===== config.mk =====
export PLATFORM = sky130hd
export DESIGN_NAME = dsp_freezer_pipelined_cfg
export DESIGN_NICKNAME = d
export VERILOG_FILES = /design/src/rtl/dsp_freezer_pipelined_cfg.sv
export SDC_FILE = /design/constraint.sdc
export NUM_CORES = 1
export LEC_CHECK = 0
export BUFFER_PORTS_ARGS = -buffer_cell sky130_fd_sc_hd__buf_2
export CAP_MARGIN = 0
export CORE_AREA = 2 2 416 418
export DETAILED_ROUTE_END_ITERATION = 16
export DIE_AREA = 0 0 418 420
export SETUP_SLACK_MARGIN = 0.15
export SLEW_MARGIN = 10
export SYNTH_ARGS = -nofsm -noshare
export SYNTH_HDL_FRONTEND = slang
export SYNTH_SLANG_ARGS = --single-unit

===== constraint.sdc =====
create_clock -name clk -period 1.7 [get_ports clk]
set_input_delay 0.34 -clock clk [delete_from_list [all_inputs] [get_ports clk]]
set_output_delay 0.34 -clock clk [all_outputs]
set_load 0.005 [all_outputs]

===== src/rtl/dsp_freezer_pipelined_cfg.sv =====
// Timing-isolation wrapper for a DSP block: registered input/output buses, valid tracking
// across the DSP latency, and a serial configuration loader with optional input quiescing.
module dsp_freezer_pipelined_cfg #(
   parameter int IN_WIDTH       = 256,
   parameter int OUT_WIDTH      = 256,
   parameter int IN_STAGES      = 1,
   parameter int OUT_STAGES     = 1,
   parameter int DUT_LATENCY    = 4,
   parameter int CFG_BITS       = 32,
   parameter int QUIESCE_ON_CFG = 1
) (
   input  logic                 clk,
   input  logic                 rst,
   input  logic [IN_WIDTH-1:0]  data_in,
   input  logic                 in_valid,
   output logic [IN_WIDTH-1:0]  dut_in,
   input  logic [OUT_WIDTH-1:0] dut_out,
   output logic [OUT_WIDTH-1:0] data_out,
   output logic                 out_valid,
   input  logic [CFG_BITS-1:0]  cfg_word,
   input  logic                 cfg_valid,
   output logic                 cfg_ready,
   output logic                 cfg_sdo,
   output logic                 cfg_en,
   output logic                 cfg_busy,
   output logic                 cfg_done
);

   localparam int VLAT  = IN_STAGES + DUT_LATENCY + OUT_STAGES;
   localparam int CNT_W = $clog2(CFG_BITS) + 1;
   localparam logic [CNT_W-1:0] LAST_BIT = CNT_W'(CFG_BITS - 1);

   typedef enum logic [1:0] {
      IDLE  = 2'd0,
      SHIFT = 2'd1,
      DONE  = 2'd2
   } state_t;

   state_t               state;
   state_t               state_nxt;
   logic [CFG_BITS-1:0]  sr;
   logic [CNT_W-1:0]     cnt;
   logic                 quiesce;

   logic [IN_WIDTH-1:0]  in_pipe  [IN_STAGES];
   logic [OUT_WIDTH-1:0] out_pipe [OUT_STAGES];
   logic [VLAT-1:0]      vld_pipe;

   // Whole load window, including the DONE cycle, blocks new data and tokens.
   assign quiesce = (QUIESCE_ON_CFG != 0) && (state != IDLE);

   always_ff @(posedge clk) begin
      if (rst) begin
         for (int i = 0; i < IN_STAGES; i++) in_pipe[i] <= '0;
      end else begin
         in_pipe[0] <= quiesce ? '0 : data_in;
         for (int i = 1; i < IN_STAGES; i++) in_pipe[i] <= in_pipe[i-1];
      end
   end

   always_ff @(posedge clk) begin
      if (rst) begin
         for (int i = 0; i < OUT_STAGES; i++) out_pipe[i] <= '0;
      end else begin
         out_pipe[0] <= dut_out;
         for (int i = 1; i < OUT_STAGES; i++) out_pipe[i] <= out_pipe[i-1];
      end
   end

   always_ff @(posedge clk) begin
      if (rst) vld_pipe <= '0;
      else     vld_pipe <= {vld_pipe[VLAT-2:0], in_valid & ~quiesce};
   end

   assign dut_in    = in_pipe[IN_STAGES-1];
   assign data_out  = out_pipe[OUT_STAGES-1];
   assign out_valid = vld_pipe[VLAT-1];

   always_ff @(posedge clk) begin
      if (rst) begin
         state <= IDLE;
         sr    <= '0;
         cnt   <= '0;
      end else begin
         state <= state_nxt;
         if (state == IDLE && cfg_valid) begin
            sr  <= cfg_word;
            cnt <= '0;
         end else if (state == SHIFT) begin
            sr  <= sr >> 1;
            cnt <= cnt + CNT_W'(1);
         end
      end
   end

   always_comb begin
      state_nxt = state;
      cfg_ready = 1'b0;
      cfg_en    = 1'b0;
      cfg_sdo   = 1'b0;
      cfg_busy  = 1'b0;
      cfg_done  = 1'b0;
      case (state)
         IDLE: begin
            cfg_ready = 1'b1;
            if (cfg_valid) state_nxt = SHIFT;
         end
         SHIFT: begin
            cfg_en   = 1'b1;
            cfg_busy = 1'b1;
            cfg_sdo  = sr[0];
            if (cnt == LAST_BIT) state_nxt = DONE;
         end
         DONE: begin
            cfg_busy  = 1'b1;
            cfg_done  = 1'b1;
            state_nxt = IDLE;
         end
         default: state_nxt = IDLE;
      endcase
   end

endmodule


==> results of run 1 <==
-- cells in the mapped netlist (4+ instances only) --
master      n  area [um2]
dfxtp_1   558       11200
nor2b_1   261        1630
and2_1    258        1610
nor2_1     36         135
a211oi_1   32         240
mux2i_1    32         320
buf_2      25         125
buf_6      22         248
clkbuf_1   13        48.8
buf_4       4        30.0
ha_1        4        50.1
-- report_power, final --
group / internal (mW) / leakage [nW] / switching (mW)
sequential: 14.0 / 4.71 / 0.422
clock: 9.28 / 1.19 / 6.69
combinational: 3.19 / 9.54 / 2.63
total: 26.4 / 15.4 / 9.75
-- area by class of cell --
type,count,area [um2]
Sequential cell,558,11500
Clock inverter,38,450
Inverter,4,20.0
Timing Repair Buffer,1684,13600
Tap cell,2233,2790
Multi-Input combinational cell,647,4360
Clock buffer,92,1990
Antenna cell,96,240
Fill cell,18600,136000
-- final timing paths --
| kind | slack, ns | end | cells after the start | start |
|---|---|---|---|---|
| setup / recovery | -0.20 | cfg_sdo | 5 | state[1]$_SDFFE_PP0P_ |
| setup reg to reg | 0.03 | in_pipe[0][67]$_SDFF_PP0_ | 9 | state[0]$_SDFFE_PP0P_ |
| hold reg to reg | 0.45 | vld_pipe[4]$_SDFF_PP0_ | 1 | vld_pipe[3]$_SDFF_PP0_ |
| hold / removal | 0.15 | state[1]$_SDFFE_PP0P_ | 3 | cfg_valid |
-- flip-flops by register name, summed over array words and instances, names as in the netlist --
| register | flops |
|---|---|
| in_pipe | 256 |
| out_pipe | 256 |
| state | 2 |
| sr | 32 |
| vld_pipe | 6 |
| cnt | 6 |
-- cells by family after synthesis --
| logic type | synth area share |
|---|---|
| adders and majority gates | 0.00315 |
| xor gates and xnor gates | 0.00220 |
| AOI/OAI and AO/OA | 0.0177 |
| buffers and inverters | 0.0355 |
| muxes | 0.0201 |
| DFF | 0.703 |
| and+or+nand+nor | 0.219 |
-- repair_timing --
action                                 4_1_cts  5_1_grt
endpoints found under the hold margin      547        0
hold buffers                               553        0
pin swaps                                    4       25
resized for setup                          781       67
setup endpoints to repair                  424      207
setup buffers                                5       10
gates cloned                                 2       23
-- per-layer routing --
layer | share of wire | vias up
met1 | 0.35 | 7834
met2 | 0.46 | 1079
met3 | 0.13 | 487
met5 | 0.0041 | -
li1 | - | 7500
met4 | 0.060 | 104
-- tightest hold or removal path: cells and delay by family --
family	cells	cell delay, ns
AOI/OAI and AO/OA	1	0.09
buffers and inverters	1	0.16
and+or+nand+nor	1	0.15
==> flow_metrics.tcl, run 1 <==
set metrics [dict create \
    run_status "complete, but fails checks" \
    violations "negative setup slack" \
    fin_crit_sh 1.12 \
    ys_warn_count 0 \
    critPathRequiredTime_ns 1.36 \
    synth.distinct_cells 31 \
    cp_max_fo 4 \
    start_util 0.0930 \
    min_period_ns 1.90 \
    critical_path_buf_inv_count 3 \
    crit_path_top_delay_cell "dfxtp_2" \
    synth_edf_count 0 \
    layout.nets 3518 \
    final_core_util 0.205 \
    cts_max_level 3 \
    first_pass_iters 5 \
    num_rows 152 \
    antenna_found_initial 217 \
    vdd_drop_max_mv 0.708 \
    setup.worst_path.start_class "register" \
    synth_seq_cells 558 \
    end_kind "primary output" \
    place_ws_ns 0.0688 \
    dp.cells 4533 \
    ioPinCount 1066 \
    drive_gt1_frac 0.512 \
    vias 17000 \
    hold_viol 0 \
    core_mm2 0.171 \
    async_reset_ff_frac 0 \
    slew_viol_final 0 \
    area_growth_syn_to_layout_pct 120 \
    die_area_mm2 0.176 \
    cts_buffers 71 \
    setup_viol 5 \
    synthesis.area_mm2 0.0159 \
    antenna_left 0 \
    leakage_nw 15.4 \
    place_area_mm2 0.0238 \
    wire_per_inst_um 27.7 \
    root_buffer "clkbuf_16" \
    max_cap_violations 0 \
    wl_um 148000 \
    layout_commonest_cell "buf_2" \
    finClkSkew_ns 0.0380 \
    slew-limit-headroom 0.707 \
    crit_family "flip-flops" \
    setup_slack_ns -0.202 \
    ys_seq_area_frac 0.703 \
    synth_nets 1832 \
    drc_errors 0 \
    synthFlopType "dfxtp_1" \
    worst_hold_path_type "input port to register" \
    clkTransAtPathRegs_ns 0.06 \
    synth_cells 1280 \
    io_buffers 1065 \
    gr-usage-met3 0.0984 \
    worstPathCellList "inv_2 -> ha_4 -> buf_12 -> and2_4 -> buf_6" \
    use_met2 0.246 \
    syn_area_per_cell_um2 12.4 \
    power_density_mw_per_mm2 1030 \
    grt_overflow 0 \
    first_global_vias 17200 \
    design_area_mm2 0.0350 \
    grt_pass1_wl_um 175000 \
    grt_start_max_net_pins 67 \
    rsz0062_at_grt "true" \
    via_per_inst 3.18 \
    clock_latency_ns 0.68 \
    crit_type "register to primary output" \
    layout_common_cells "786 x buf_2, 553 x dlygate4sd3_1, 328 x dfxtp_1" \
    hpwl_um 123000 \
    fin_hold_ws_ns 0.152 \
    globalplace.congestion 0.920 \
    grt_usage 0.156 \
    slowest_delay_ns 0.33 \
    clockBufferDepth 3 \
    cts_tree "built" \
    gr-usage-met1 0.156 \
    final-instance-count-excl-fill 5352 \
    power.total_mw 36.2 \
    die_h_um 420 \
    top_usage_layer "met2" \
    cts_sinks 558 \
    setup_tns_ns -0.602 \
    die_w_um 418 \
    fmax_mhz 526 \
    drtIter0Drc 803 \
    worst_pin_slew_ns 0.440 \
    crit_arrival_ns 1.56 \
]
No activity file was read; power rests on OpenSTA's default activity.
==> run 2: changes to the inputs <==
--- a/config.mk
+++ b/config.mk
@@ -10,6 +10,7 @@
 export CORE_AREA = 2 2 416 418
 export DETAILED_ROUTE_END_ITERATION = 16
 export DIE_AREA = 0 0 418 420
+export HOLD_SLACK_MARGIN = 0.12
 export SETUP_SLACK_MARGIN = 0.15
 export SLEW_MARGIN = 10
 export SYNTH_ARGS = -nofsm -noshare
==> constraint.sdc (replaced) <==
create_clock -name clk -period 1.7 [get_ports clk]
set_input_delay 0.34 -clock clk [delete_from_list [all_inputs] [get_ports clk]]
set_output_delay 0.34 -clock clk [all_outputs]
set_load 0.05 [all_outputs]
==> flow_metrics.tcl, run 2 (synthesized netlist as in run 1, its figures left out) <==
set metrics [dict create \
    cts_max_level 3 \
    cts_buffers 73 \
    timing.rr.end "in_pipe[0][54]$_SDFF_PP0_" \
    place_area_mm2 0.0239 \
    wire_per_inst_um 27.8 \
    hpwl_um 123000 \
    end_kind "primary output" \
    register_area_mm2 0.0119 \
    core_mm2 0.171 \
    grt_pass1_wl_um 175000 \
    setup_tns_ns -0.666 \
    leakage_nw 16.7 \
    root_buffer "clkbuf_16" \
    die_w_um 418 \
    area_growth_syn_to_layout_pct 149 \
    worst_pin_slew_ns 0.545 \
    dp.cells 4532 \
    vias 16900 \
    reg2reg_depth 9 \
    critPathLaunch "state[1]$_SDFFE_PP0P_" \
    crit_arrival_ns 1.53 \
    min_period_ns 1.87 \
    first_global_vias 17100 \
    clkTransAtPathRegs_ns 0.06 \
    start_util 0.0930 \
    clock_latency_ns 0.69 \
    ioPinCount 1066 \
    vdd_drop_max_mv 0.711 \
    critical_path_buf_inv_count 2 \
    critPathCapture "cfg_sdo" \
    run_status "complete, but fails checks" \
    design_area_mm2 0.0396 \
    r2r_start "state[0]$_SDFFE_PP0P_" \
    worstPathCellList "inv_4 -> ha_4 -> and2_4 -> buf_8" \
    rsz0062_at_grt "true" \
    layout.nets 3533 \
    fmax_mhz 534 \
    reg_top3 "in_pipe: 256 flops, out_pipe: 256 flops, sr: 32 flops" \
    antenna_left 0 \
    grt_start_max_net_pins 119 \
    via_per_inst 3.16 \
    cp_max_fo 3 \
    clockBufferDepth 3 \
    grt_usage 0.156 \
    cts_tree "built" \
    antenna_found_initial 222 \
    setup_slack_ns -0.172 \
    max_cap_violations 0 \
    holdPathStages 3 \
    fin_crit_sh 1.10 \
    globalplace.congestion 0.901 \
    slew-limit-headroom 0.636 \
    first_pass_iters 5 \
    crit_type "register to primary output" \
    slowest_delay_ns 0.35 \
    slew_viol_final 0 \
    setup.worst_path.start_class "register" \
    wl_um 149000 \
    worst_hold_path_type "input port to register" \
    die_h_um 420 \
    layout_common_cells "576 x dlygate4sd3_1, 547 x buf_2, 482 x dfxtp_2" \
    drc_errors 0 \
    setup_viol 5 \
    power_density_mw_per_mm2 1030 \
    grt_overflow 0 \
    critPathRequiredTime_ns 1.36 \
    crit_cells 4 \
    drtIter0Drc 777 \
    finClkSkew_ns 0.0153 \
    crit_path_top_delay_cell "dfxtp_2" \
    die_area_mm2 0.176 \
    final-instance-count-excl-fill 5342 \
    rrSetupSlack_ns 0.07 \
    hold_viol 0 \
    cts_sinks 558 \
    drive_gt1_frac 0.605 \
    power.total_mw 40.6 \
    filler_cell_count 18000 \
    layout_commonest_cell "dlygate4sd3_1" \
    num_rows 152 \
    violations "negative setup slack" \
    io_buffers 1065 \
    final_core_util 0.232 \
    multiInputGateArea_mm2 0.00438 \
    crit_family "flip-flops" \
]
## run 2: cell count changes in the layout (fill, tap and decap cells not counted), moves of 39 or more
cell,change
dfxtp_2,+286
dfxtp_1,-283
buf_2,-239
buf_8,+230
buf_12,+187
buf_6,-144
buf_4,-39
## run 2: area by class of cell
cell class,instances,area share
Inverter,4,0.000632
Clock inverter,33,0.00916
Tap cell,2233,0.0705
Multi-Input combinational cell,647,0.111
Antenna cell,70,0.00442
Clock buffer,100,0.0541
Sequential cell,558,0.300
Timing Repair Buffer,1697,0.450
## run 2: through the flow
stage | setup WS [ns] | hold WS (ns)
after floorplan | 0.0744 | 0.414
after global placement | 0.139 | 0.425
after detailed placement | 0.0653 | 0.427
after CTS | -0.256 | 0.174
after global routing | -0.256 | 0.219
final | -0.172 | 0.265
## run 2: metal layers
metal,up-vias,global-route usage,share of wire
li1,7506,-,-
met1,7756,0.156,0.35
met2,1019,0.262,0.48
met3,502,0.0920,0.12
met4,104,0.0641,0.050
met5,-,0,0.0045
## run 2: worst min-delay path by stage
stage,endpoint,start,slack [ns]
2_1_floorplan,vld_pipe[1]$_SDFF_PP0_,vld_pipe[0]$_SDFF_PP0_,0.41
3_3_place_gp,vld_pipe[3]$_SDFF_PP0_,vld_pipe[2]$_SDFF_PP0_,0.43
3_5_place_dp,vld_pipe[1]$_SDFF_PP0_,vld_pipe[0]$_SDFF_PP0_,0.43
4_1_cts,out_pipe[0][209]$_SDFF_PP0_,rst,0.17
5_1_grt,out_pipe[0][209]$_SDFF_PP0_,rst,0.22
6_report,out_pipe[0][164]$_SDFF_PP0_,rst,0.27
## run 2: tightest hold or removal path: cells and delay by family
family	cells	cell delay [ns]
buffers and inverters	2	0.42
AND/OR/NAND/NOR	1	0.11
## run 2: what timing repair did
action / 4_1_cts / 5_1_grt
setup buffers: 1 / 11
gates cloned: 0 / 19
endpoints found under the setup margin: 692 / 621
resized for setup: 1543 / 930
pin swaps: 1 / 62
endpoints found under the hold margin: 547 / 0
hold buffers: 576 / 0
## run 2: report_power, final
group	switching, mW	internal, mW	total, mW
Clock	6.83	9.54	16.4
Sequential	0.654	14.1	14.7
Combinational	5.12	4.40	9.52
==> run 3: changes to the inputs <==
--- a/config.mk
+++ b/config.mk
@@ -5,11 +5,12 @@
 export SDC_FILE = /design/constraint.sdc
 export NUM_CORES = 1
 export LEC_CHECK = 0
+export ABC_AREA = 1
 export BUFFER_PORTS_ARGS = -buffer_cell sky130_fd_sc_hd__buf_2
 export CAP_MARGIN = 0
-export CORE_AREA = 2 2 416 418
+export CORE_AREA = 2 2 417 419
 export DETAILED_ROUTE_END_ITERATION = 16
-export DIE_AREA = 0 0 418 420
+export DIE_AREA = 0 0 419 421
 export HOLD_SLACK_MARGIN = 0.12
 export SETUP_SLACK_MARGIN = 0.15
 export SLEW_MARGIN = 10
==> flow_metrics.tcl, run 3 <==
set metrics [dict create \
    fmax_mhz 519 \
    hold_viol 0 \
    grt_overflow 0 \
    run_status "complete, but fails checks" \
    final_core_util 0.230 \
    rsz0062_at_grt "true" \
    vias 18600 \
    register_area_mm2 0.0119 \
    slew-limit-headroom 0.617 \
    synth_edf_count 0 \
    die_h_um 421 \
    io_buffers 1065 \
    setup_slack_ns -0.226 \
    antenna_found_initial 92 \
    fin_hold_ws_ns 0.391 \
    first_pass_iters 5 \
    violations "negative setup slack" \
    multiInputGateArea_mm2 0.00282 \
    end_kind "primary output" \
    cts_max_level 3 \
    layout.nets 4077 \
    setup_tns_ns -0.868 \
    switching_share 0.322 \
    seq_power_share 0.351 \
    drive_gt1_frac 0.485 \
    grt_pass1_wl_um 162000 \
    drtIter0Drc 932 \
    ys_seq_area_frac 0.684 \
    start_util 0.0947 \
    synth_cells 1847 \
    power_frac_clock 0.397 \
    leakage_nw 18.9 \
    grt_start_max_net_pins 101 \
    wire_per_inst_um 21.4 \
    num_rows 153 \
    antenna_left 0 \
    slew_viol_final 0 \
    setup.worst_path.start_class "register" \
    synth_seq_cells 558 \
    setup_viol 5 \
    cts_sinks 558 \
    power_density_mw_per_mm2 1080 \
    netlist.area_leader.share 0.684 \
    synth_common_cells "558 x dfxtp_1, 527 x inv_1, 522 x nor2_1" \
    drc_errors 0 \
    cp_max_fo 3 \
    die_w_um 419 \
    clkTransAtPathRegs_ns 0.07 \
    cts_tree "built" \
    synth.distinct_cells 18 \
    grt_usage 0.136 \
    first_global_vias 19300 \
    wl_um 127000 \
    synth_area_leader_cell "dfxtp_1" \
    max_cap_violations 0 \
    core_mm2 0.172 \
    p_comb_frac 0.252 \
    synthFlopType "dfxtp_1" \
    worst_pin_slew_ns 0.575 \
    synth_most_common_cell "dfxtp_1" \
    worst_hold_path_type "input port to register" \
    critPathRequiredTime_ns 1.36 \
    fin_crit_sh 1.13 \
    crit_type "register to primary output" \
    globalplace.congestion 0.957 \
    layout_common_cells "566 x dlygate4sd3_1, 546 x buf_2, 522 x nor2_1, 522 x inv_1, 462 x dfxtp_2" \
    clockBufferDepth 3 \
    area_growth_syn_to_layout_pct 143 \
    min_period_ns 1.93 \
    async_reset_ff_frac 0 \
    via_per_inst 3.12 \
    die_area_mm2 0.176 \
    vdd_drop_max_mv 0.704 \
    root_buffer "clkbuf_16" \
    filler_cell_count 18300 \
    reg_top3 "in_pipe: 256 flops, out_pipe: 256 flops, sr: 32 flops" \
    hpwl_um 101000 \
    syn_area_per_cell_um2 8.85 \
    ioPinCount 1066 \
    cts_buffers 75 \
    crit_arrival_ns 1.59 \
    finClkSkew_ns 0.0332 \
    clock_latency_ns 0.68 \
    synthTopCellsByArea "dfxtp_1 68%, inv_1 12%, nor2_1 12%, nand2_1 1.9%, buf_2 1.4%" \
    layout_commonest_cell "dlygate4sd3_1" \
    p_sw_mw 13.8 \
    synth_nets 2399 \
    ys_warn_count 0 \
    intPower_mw 29.0 \
    synthesis.area_mm2 0.0163 \
]
==> run 3: power groups by stage <==
stage / logic, mW / registers (mW) / clock network, mW
after global placement: 7.25 / 14.7 / 0
final: 10.8 / 15.0 / 17.0
after global routing: 11.3 / 15.1 / 18.1
after CTS: 10.2 / 14.9 / 17.6
after detailed placement: 7.30 / 14.7 / 0
after floorplan: 1.30 / 17.8 / 0
==> run 3: worst max-delay path: stages (launching register included) <==
cell and delay (ns):
dfxtp_2 0.36, inv_4 0.06, ha_4 0.18, nand2_4 0.06, clkinvlp_4 0.10, buf_12 0.16
==> run 3: final timing paths <==
check | endpoint | depth (start not counted) | startpoint | slack (ns)
worst max register to register | in_pipe[0][49]$_SDFF_PP0_ | 7 | state[0]$_SDFFE_PP0P_ | 0.16
worst min register to register | vld_pipe[2]$_SDFF_PP0_ | 2 | vld_pipe[1]$_SDFF_PP0_ | 0.40
worst min-delay path | out_pipe[0][7]$_SDFF_PP0_ | 4 | dut_out[7] | 0.39
worst max-delay path | cfg_sdo | 5 | state[1]$_SDFFE_PP0P_ | -0.23
==> run 3: stage by stage <==
stage / instances / worst slack (ns) / total power, mW / instance area (um2)
finish: 5949 / -0.226 / 42.8 / 39700
CTS: 5900 / -0.292 / 42.7 / 37900
global route: 5942 / -0.329 / 44.5 / 39600
detailed placement: 5196 / 0.0754 / 22.0 / 24600
global placement: 5196 / 0.0936 / 22.0 / 24600
floorplan: 1847 / 0.0277 / 19.1 / 16400
==> run 3: area by class of cell <==
| type | instances | share of cell area |
|---|---|---|
| flip-flops and latches | 558 | 0.299 |
| well taps | 2325 | 0.0734 |
| clock buffers | 103 | 0.0551 |
| repair buffers | 1675 | 0.438 |
| diodes | 42 | 0.00265 |
| inverters | 529 | 0.0506 |
| multi-input cells | 686 | 0.0711 |
| clock inverters | 31 | 0.0107 |
==> run 3: metal layers <==
layer | up-vias | wire, um | global-route usage | share of wire
met1 | 8749 | 44400 | 0.139 | 0.35
met5 | - | 276 | 0 | 0.0022
met2 | 887 | 61800 | 0.233 | 0.49
met3 | 323 | 13600 | 0.0629 | 0.11
li1 | 8561 | - | - | -
met4 | 46 | 7040 | 0.0715 | 0.055
==> run 3: kinds of logic (layout without fill, tap and decap cells) <==
kind of cell / Yosys count / after routing / synth area share
flip-flops: 558 / 558 / 0.684
buffers and inverters: 603 / 2338 / 0.147
AO/OA/AOI/OAI: 43 / 43 / 0.0156
AND/OR/NAND/NOR: 637 / 637 / 0.149
XOR/XNOR: 2 / 2 / 0.00107
other: 0 / 42 / 0
adder cells (fa/ha/maj): 4 / 4 / 0.00306
==> run 3: repair_timing <==
action / CTS / global route
gates resized for setup: 1609 / 732
hold buffers: 566 / 0
endpoints found under the hold margin: 550 / 0
pin swaps: 1 / 2
gates cloned: 1 / 3
endpoints found under the setup margin: 683 / 633
buffers inserted: 3 / 4
